File: src/rtl/ifetch.sv
// ---------------------------------------------------------------------------
// ifetch -- instruction fetch stage with a small fetch buffer
//
// A PC register drives the instruction memory address. Each cycle the
// combinational memory response (instruction plus fault flag/cause/address)
// is pushed into a FIFO of {pc, instr, exc_en, exc_code, exc_val} entries.
// Decode consumes the head entry through a valid/ready handshake. A faulting
// fetch is buffered as a NOP carrying the exception packet, and fetch then
// halts (FAULT state) until the pipeline redirects.
//
// Optional build macro:
//   IFETCH_MISALIGN_CHECK_EN - a PC with pc[1:0] != 0 is turned into a
//                              faulting entry {exc_code=0, exc_val=pc}
//                              without looking at the memory response.
//
// Parameters:
//   RESET_PC    first fetch address after reset
//   FIFO_DEPTH  fetch-buffer entries (power of two, >= 2)
//
// Ports:
//   clk, rst_n                         clock, asynchronous active-low reset
//   pc_addr                            fetch address to instruction memory
//   instruction                        fetched word (combinational response)
//   exc_en/exc_code/exc_val            memory fault flag, cause, address
//   redirect_en/redirect_pc            pipeline redirect and its target
//   if_ready                           decode accepts the head entry
//   if_valid                           head entry present
//   if_instr/if_pc                     head instruction and its address
//   if_exc_en/if_exc_code/if_exc_val   head exception packet
// ---------------------------------------------------------------------------
module ifetch #(
    parameter logic [63:0] RESET_PC   = 64'h0000_0000_8000_0000,
    parameter int          FIFO_DEPTH = 2
) (
    input  logic        clk,
    input  logic        rst_n,
    output logic [63:0] pc_addr,
    input  logic [31:0] instruction,
    input  logic        exc_en,
    input  logic [3:0]  exc_code,
    input  logic [63:0] exc_val,
    input  logic        redirect_en,
    input  logic [63:0] redirect_pc,
    input  logic        if_ready,
    output logic        if_valid,
    output logic [31:0] if_instr,
    output logic [63:0] if_pc,
    output logic        if_exc_en,
    output logic [3:0]  if_exc_code,
    output logic [63:0] if_exc_val
);

    localparam int PTR_W = $clog2(FIFO_DEPTH);
    localparam int CNT_W = PTR_W + 1;
    localparam logic [CNT_W-1:0] DEPTH_C = CNT_W'(FIFO_DEPTH);
    localparam logic [31:0]      NOP_INSTR = 32'h0000_0013;

    typedef enum logic {
        ST_RUN   = 1'b0,
        ST_FAULT = 1'b1
    } state_e;

    // Control state
    state_e             state_q, state_d;
    logic [63:0]        pc_q, pc_d;
    logic [CNT_W-1:0]   count_q, count_d;
    logic [PTR_W-1:0]   wr_ptr_q, wr_ptr_d;
    logic [PTR_W-1:0]   rd_ptr_q, rd_ptr_d;

    // Buffer storage (written only on push, read at the head pointer)
    logic [63:0]        fifo_pc_q       [FIFO_DEPTH];
    logic [31:0]        fifo_instr_q    [FIFO_DEPTH];
    logic               fifo_exc_en_q   [FIFO_DEPTH];
    logic [3:0]         fifo_exc_code_q [FIFO_DEPTH];
    logic [63:0]        fifo_exc_val_q  [FIFO_DEPTH];

    // Entry being assembled this cycle
    logic [31:0]        ent_instr;
    logic               ent_exc_en;
    logic [3:0]         ent_exc_code;
    logic [63:0]        ent_exc_val;

    logic               push;
    logic               pop;

    assign pc_addr  = pc_q;
    assign if_valid = (count_q != '0);

    // Redirect wins over everything, so neither push nor pop is honoured
    // in a redirect cycle; a full buffer may still push when it pops.
    assign pop  = if_valid && if_ready && !redirect_en;
    assign push = (state_q == ST_RUN) && !redirect_en
                  && ((count_q < DEPTH_C) || pop);

    // Build the entry from the memory response; a fault replaces the
    // instruction with a NOP so decode never sees garbage bits.
    always_comb begin
        ent_exc_en   = exc_en;
        ent_exc_code = exc_code;
        ent_exc_val  = exc_val;
        ent_instr    = exc_en ? NOP_INSTR : instruction;
`ifdef IFETCH_MISALIGN_CHECK_EN
        if (pc_q[1:0] != 2'b00) begin
            ent_exc_en   = 1'b1;
            ent_exc_code = 4'd0;
            ent_exc_val  = pc_q;
            ent_instr    = NOP_INSTR;
        end
`endif
    end

    // Next-state logic
    always_comb begin
        state_d  = state_q;
        pc_d     = pc_q;
        count_d  = count_q;
        wr_ptr_d = wr_ptr_q;
        rd_ptr_d = rd_ptr_q;

        if (redirect_en) begin
            state_d  = ST_RUN;
            pc_d     = redirect_pc;
            count_d  = '0;
            wr_ptr_d = '0;
            rd_ptr_d = '0;
        end else begin
            if (push) begin
                wr_ptr_d = wr_ptr_q + 1'b1;
                if (ent_exc_en) begin
                    // Hold the PC on the faulting address; fetch stops here.
                    state_d = ST_FAULT;
                end else begin
                    pc_d = pc_q + 64'd4;
                end
            end
            if (pop) begin
                rd_ptr_d = rd_ptr_q + 1'b1;
            end
            case ({push, pop})
                2'b10:   count_d = count_q + 1'b1;
                2'b01:   count_d = count_q - 1'b1;
                default: count_d = count_q;
            endcase
        end
    end

    always_ff @(posedge clk or negedge rst_n) begin
        if (!rst_n) begin
            state_q  <= ST_RUN;
            pc_q     <= RESET_PC;
            count_q  <= '0;
            wr_ptr_q <= '0;
            rd_ptr_q <= '0;
        end else begin
            state_q  <= state_d;
            pc_q     <= pc_d;
            count_q  <= count_d;
            wr_ptr_q <= wr_ptr_d;
            rd_ptr_q <= rd_ptr_d;
        end
    end

    // Storage needs no reset: an entry is only visible after it is written.
    always_ff @(posedge clk) begin
        if (push) begin
            fifo_pc_q[wr_ptr_q]       <= pc_q;
            fifo_instr_q[wr_ptr_q]    <= ent_instr;
            fifo_exc_en_q[wr_ptr_q]   <= ent_exc_en;
            fifo_exc_code_q[wr_ptr_q] <= ent_exc_code;
            fifo_exc_val_q[wr_ptr_q]  <= ent_exc_val;
        end
    end

    // Head outputs are forced to zero while the buffer is empty.
    always_comb begin
        if_instr    = '0;
        if_pc       = '0;
        if_exc_en   = 1'b0;
        if_exc_code = '0;
        if_exc_val  = '0;
        if (if_valid) begin
            if_instr    = fifo_instr_q[rd_ptr_q];
            if_pc       = fifo_pc_q[rd_ptr_q];
            if_exc_en   = fifo_exc_en_q[rd_ptr_q];
            if_exc_code = fifo_exc_code_q[rd_ptr_q];
            if_exc_val  = fifo_exc_val_q[rd_ptr_q];
        end
    end

endmodule

File: config.mk
export PLATFORM = sky130hd
export DESIGN_NAME = ifetch
export DESIGN_NICKNAME = d
export VERILOG_FILES = /design/src/rtl/ifetch.sv
export SDC_FILE = /design/constraint.sdc
export NUM_CORES = 1
export LEC_CHECK = 0
export ABC_AREA = 1
export ABC_CLOCK_PERIOD_IN_PS = 19900
export CORE_ASPECT_RATIO = 2
export CORE_UTILIZATION = 55
export CTS_CLUSTER_DIAMETER = 50
export CTS_CLUSTER_SIZE = 28
export DETAILED_ROUTE_END_ITERATION = 12
export GPL_ROUTABILITY_DRIVEN = 0
export PLACE_DENSITY = 0.86
export SETUP_SLACK_MARGIN = 0.4
export SYNTH_ARGS = -nofsm -noshare
export SYNTH_HDL_FRONTEND = slang
export SYNTH_SLANG_ARGS = --single-unit
File: constraint.sdc
create_clock -name clk -period 19.9 [get_ports clk]
set_clock_uncertainty 0.2 [all_clocks]
set_input_delay 2.985 -clock clk [delete_from_list [all_inputs] [get_ports clk]]
set_output_delay 2.985 -clock clk [all_outputs]
set_load 0.1 [all_outputs]
Yosys cells after proc, flatten, opt, wreduce, memory -nomap -nowiden
Memories as Yosys holds them, arrays and structs flattened.
Index checks and enable logic that the tools add are counted.
Operators by class
  equal/unequal tests: 3
  shift operators: 0
  multiply operators: 0
  div/mod/pow operators: 0
  magnitude comparators: 1
  reductions and logical operators: 13
  $add $sub $neg: 5
  bitwise gates (word level): 1
  muxes and demuxes: 20
Operators by type and width (count)
  $mux W64: 5
  $add A64 B3 Y64 const B: 1
  $mux W32: 2
  $mux W1: 10
  $reduce_bool A2 Y1: 4
  $logic_and A1 B1 Y1: 4
  $mux W4: 1
  $pmux W2 S2: 1
  $reduce_and A2 Y1: 2
  $reduce_bool A3 Y1: 1
  $add A1 B1 Y1 const B: 2
  $add A2 B1 Y2 const B: 1
  $eq A2 B1 Y1 const B: 1
  $eq A2 B2 Y1 const B: 1
  $lt A2 B2 Y1 const B: 1
  $mux W2: 1
  $ne A2 B1 Y1 const B: 1
  $sub A2 B1 Y2 const B: 1
  $logic_not A1 Y1: 1
  $logic_or A1 B1 Y1: 1
  $not A1 Y1: 1
Storage, ports and cells
  bits in latches: 0
  output and inout port bits: 230
  register bits: 69
  logic and storage cells: 53
  memories kept: 5
  memory bits (read-only): 0
  bits in writable memories: 330
Memories
  fifo_exc_val_q: words 2, bits a word 64, rd ports 1, clocked after Yosys merged registers in 0, wr ports 1, RTL line 75  | logic [63:0] fifo_exc_val_q [FIFO_DEPTH];
  fifo_pc_q: words 2, bits a word 64, rd ports 1, clocked after Yosys merged registers in 0, wr ports 1, RTL line 71  | logic [63:0] fifo_pc_q [FIFO_DEPTH];
  fifo_instr_q: words 2, bits a word 32, rd ports 1, clocked after Yosys merged registers in 0, wr ports 1, RTL line 72  | logic [31:0] fifo_instr_q [FIFO_DEPTH];
  fifo_exc_code_q: words 2, bits a word 4, rd ports 1, clocked after Yosys merged registers in 0, wr ports 1, RTL line 74  | logic [3:0] fifo_exc_code_q [FIFO_DEPTH];
  fifo_exc_en_q: words 2, bits a word 1, rd ports 1, clocked after Yosys merged registers in 0, wr ports 1, RTL line 73  | logic fifo_exc_en_q [FIFO_DEPTH];

Depth between registers and ports, before layout
  word-level depth: 8
  mapped depth: 13

Least setup slack after synthesis
Ideal clock, no wire load.
  path kind: input -> register
  start point: in redirect_en
  end point: reg wr_ptr_q
  data arrival time: 11.043 ns
  slack: 8.537 ns
  path buffers: 1
  cell stages on the path: 7
  library setup time: 0.119 ns
  required time: 19.581 ns
  path through: buf_2 inv_2 nand2_1 nand2_2 nand3_4 nor2_1 o21bai_1
Between the ends
  word-level cells in the longest chain between the ends: 5
RTL lines
  start: declaration: RTL line 42  | input logic redirect_en,
  $logic_not A1 Y1: RTL line 91, 92
  $logic_and A1 B1 Y1: RTL line 91  | assign pop = if_valid && if_ready && !redirect_en;
  $logic_or A1 B1 Y1: RTL line 93  | && ((count_q < DEPTH_C) || pop);
  $logic_and A1 B1 Y1: RTL line 93
  $reduce_bool A2 Y1 (no source line)
  end signal: assignment: RTL line 158  | wr_ptr_q <= wr_ptr_d;
  end: declaration: RTL line 67  | logic [PTR_W-1:0] wr_ptr_q, wr_ptr_d;
Parallel ways exist; a longest one is shown, timed or not.
A chain may end at the register's enable or synchronous reset.

Worst setup path after layout
  start point: reg rd_ptr_q
  end point: out if_exc_val[46]
Between the ends
  word-level cells in the longest chain between the ends: 2
RTL lines
  start: declaration: RTL line 68  | logic [PTR_W-1:0] rd_ptr_q, rd_ptr_d;
  start signal: assignment: RTL line 159  | rd_ptr_q <= rd_ptr_d;
  $mem_v2 Z2 W64
  $mux W64: RTL line 181  | if (if_valid) begin
  end: declaration: RTL line 50  | output logic [63:0] if_exc_val
No other way between the ends.

==> flow_summary.yaml <==
clock_tree:
  cts_tree: "done"
  hold_buffers: 0
  cts.sinks: 399
  path_clk_slew_ns: 0.10
  ctsRootBufferMaster: "clkbuf_16"
  h-tree-depth: 1
  ctsResizeCount: 0
  postCtsSetupRepairBufs: 0
  clockBufferDepth: 3
  clk_latency_ns: 0.54
  numCtsBuffers: 20
global_routing:
  grt_pass1_wl_microns: 82000
  grt_max_degree: 105
  antenna_found_initial: 4
  grt_use_total_pct: 32.8
  grt_pass1_vias: 14900
  gr-total-overflow: 0
route:
  vias: 15600
  avgViaCountPerCell: 5.61
  drtAntennaViolNets: 0
  wl_per_cell_microns: 20.3
  drc: 0
  routed_wl_microns: 56400
  dr.pass1.iters: 6
  first_iter_violations: 1433
setup_path:
  critical_path_arrival_ns: 4.61
  cp.required_ns: 16.72
  endpoint_kind: "primary output"
  startpoint_type: "register"
  crit_slowest_cell: "clkdlybuf4s50_1"
  crit_chain: "inv_4 > buf_4 > nand2_1 > a21oi_1 > clkdlybuf4s50_1"
  path_class: "reg2out"
  max_stage_delay_ns: 1.17
  path_max_fanout: 88
worst_hold_path:
  hold_path.class: "reg2reg"
placed_design:
  dp_hpwl_microns: 39300
  port_buffers: 398
  dp_cells: 2735
synth:
  synth.most_common_cell: "nand2_1"
  yosysUniqueCellTypes: 32
  postSynthAreaPerCell_sq_um: 9.22
  ys_top_cells_by_count: "743 x nand2_1, 330 x edfxtp_1, 239 x nor2_1, 168 x a21oi_1, 146 x inv_1"
  yosysTopAreaCell: "edfxtp_1"
  postSynthCellCount: 1977
  syn_area_sq_um: 18200
  ys_seq_elements: 399
  ys_warn_count: 0
  synth_top_area_share_pct: 54.4
  ys_async_sr_fraction_pct: 17.3
  seq_area_frac_synth_pct: 63.9
  synth_top_flop_cell: "edfxtp_1"
  synth-edff-count: 330
  synthTopCellsByArea: "edfxtp_1 54%, nand2_1 15%, dfrtp_1 9.3%, nor2_1 4.9%, a21oi_1 4.6%"
  syn-num-nets: 2147
sta:
  worst_pin_slew_ns: 1.22
  slew_headroom_pct: 18.8
  fmax_mhz: 128
  hold_viol_final: 0
  finalCriticalPeriod_ns: 7.80
  fin_setup_tns_ns: 0
  setup_violations: 0
  rsz0062_at_grt: "false"
  min_period_over_period_pct: 39.2
  slew_violations: 0
power:
  p_sw_share_pct: 52.4
  switching_power_w: 0.00179
  p_int_w: 0.00162
  power.density_nw_per_um2: 147
  pwr-share-seq_pct: 35.0
  leakage_nw: 9.09
  vdd_drop_max_mv: 0.0984
  power.share.clock_pct: 13.8
  pwr-share-comb_pct: 51.2
floorplanning:
  die-area_sq_um: 33900
  die_y_microns: 259
  die_w_microns: 131
  core_area_sq_um: 32700
  row_count: 94
  initial_utilization_pct: 55.7
  ios: 399
layout:
  drive_gt1_share_pct: 3.12
  area_delta_synth_final_pct: 27.1
  final_net_count: 2495
  fillCellCount: 2361
  instances_no_fill: 2776
flow_run:
  drv_cap: 0
status:
  status: "complete, no violations"
## kinds of logic after synthesis
group | after synthesis | share of synthesized area [%]
buffers and inverters | 234 | 5.10
AOI/OAI and AO/OA | 229 | 6.41
and+or+nand+nor | 1101 | 23.9
adders and majority gates | 1 | 0.0687
xor gates and xnor gates | 13 | 0.625
DFF | 399 | 63.9
## flip-flops by register name (all words and copies together) (netlist names)
signal           flops
fifo_exc_code_q      8
count_q              2
wr_ptr_q             1
state_q              1
fifo_pc_q          128
fifo_exc_en_q        2
pc_addr             64
rd_ptr_q             1
fifo_exc_val_q     128
fifo_instr_q        64
## routing by layer
layer	GRT usage (%)	wire length, microns	vias to the layer above
met4	27.3	5140	0
li1	-	-	7137
met2	57.7	29100	901
met3	5.63	4360	265
met1	33.1	17900	7279
met5	0	0	-
## final cells by class
| type | instances | area, sq um | share of cell area, % |
|---|---|---|---|
| inverters | 148 | 558 | 2.41 |
| diodes | 5 | 12.5 | 0.0540 |
| clock buffers | 29 | 556 | 2.40 |
| clock inverters | 7 | 95.1 | 0.411 |
| multi-input cells | 1344 | 5680 | 24.5 |
| repair buffers | 412 | 4080 | 17.6 |
| well taps | 432 | 541 | 2.33 |
| flip-flops and latches | 399 | 11600 | 50.3 |
## worst paths after layout
check | startpoint | endpoint | slack, ns | cells past startpoint
worst min-delay path | pc_addr[0]$_DFFE_PN0P_ | fifo_pc_q[1][0]$_DFFE_PP_ | 0.33 | 0
worst min register to register | pc_addr[0]$_DFFE_PN0P_ | fifo_pc_q[1][0]$_DFFE_PP_ | 0.33 | 0
max in group asynchronous | rst_n | rd_ptr_q$_DFFE_PN0P_ | 16.34 | 2
min in group asynchronous | rst_n | pc_addr[56]$_DFFE_PN0P_ | 2.47 | 2
worst max-delay path | rd_ptr_q$_DFFE_PN0P_ | if_exc_val[46] | 12.10 | 5
worst max register to register | count_q[0]$_DFFE_PN0P_ | pc_addr[26]$_DFFE_PN0P_ | 16.59 | 11
## metrics by stage
step                      cell area (sq um)  power, W  hold WS, ns  utilization, %  setup slack [ns]
after floorplan                       18200   0.00251        0.298               -              8.54
after global placement                22500   0.00292        0.294            68.8             12.67
after detailed placement              22500   0.00295        0.299            68.8             12.65
after CTS                             23100   0.00341        0.338            70.8             12.06
after global routing                  23200   0.00351        0.370            70.8             11.85
final                                 23200   0.00341        0.335            70.8             12.10
## power by group through the flow
stage / combinational (W) / clock, W / sequential (W)
2_1_floorplan: 0.00112 / 0 / 0.00139
3_3_place_gp: 0.00172 / 0 / 0.00120
3_5_place_dp: 0.00174 / 0 / 0.00121
4_1_cts: 0.00174 / 0.000478 / 0.00119
5_1_grt: 0.00181 / 0.000503 / 0.00120
6_report: 0.00175 / 0.000471 / 0.00119
## placed cells by master, fill, tap and decap left out, types with 5 or more instances in the layout
| master | netlist | layout |
|---|---|---|
| a21oi_1 | 168 | 168 |
| buf_4 | 1 | 14 |
| clkbuf_1 | 64 | 8 |
| clkbuf_16 | 0 | 21 |
| clkdlybuf4s50_1 | 0 | 397 |
| dfrtp_1 | 68 | 67 |
| diode_2 | 0 | 5 |
| edfxtp_1 | 330 | 330 |
| inv_1 | 146 | 145 |
| nand2_1 | 743 | 743 |
| nand2_2 | 7 | 7 |
| nand3_1 | 75 | 75 |
| nand4_1 | 11 | 11 |
| nor2_1 | 239 | 237 |
| nor2_2 | 6 | 5 |
| nor2_4 | 4 | 7 |
| nor3_1 | 8 | 8 |
| o21ai_0 | 47 | 47 |
| o21ai_1 | 8 | 8 |
| xor2_1 | 9 | 9 |
## worst max-delay path, delay by kind of cell (launching register included)
family / cells / cell delay (ns)
and+or+nand+nor: 1 / 0.15
buffers and inverters: 3 / 2.77
AOI/OAI and AO/OA: 1 / 0.19
DFF: 1 / 0.85
No activity file was read; power rests on OpenSTA's default activity.
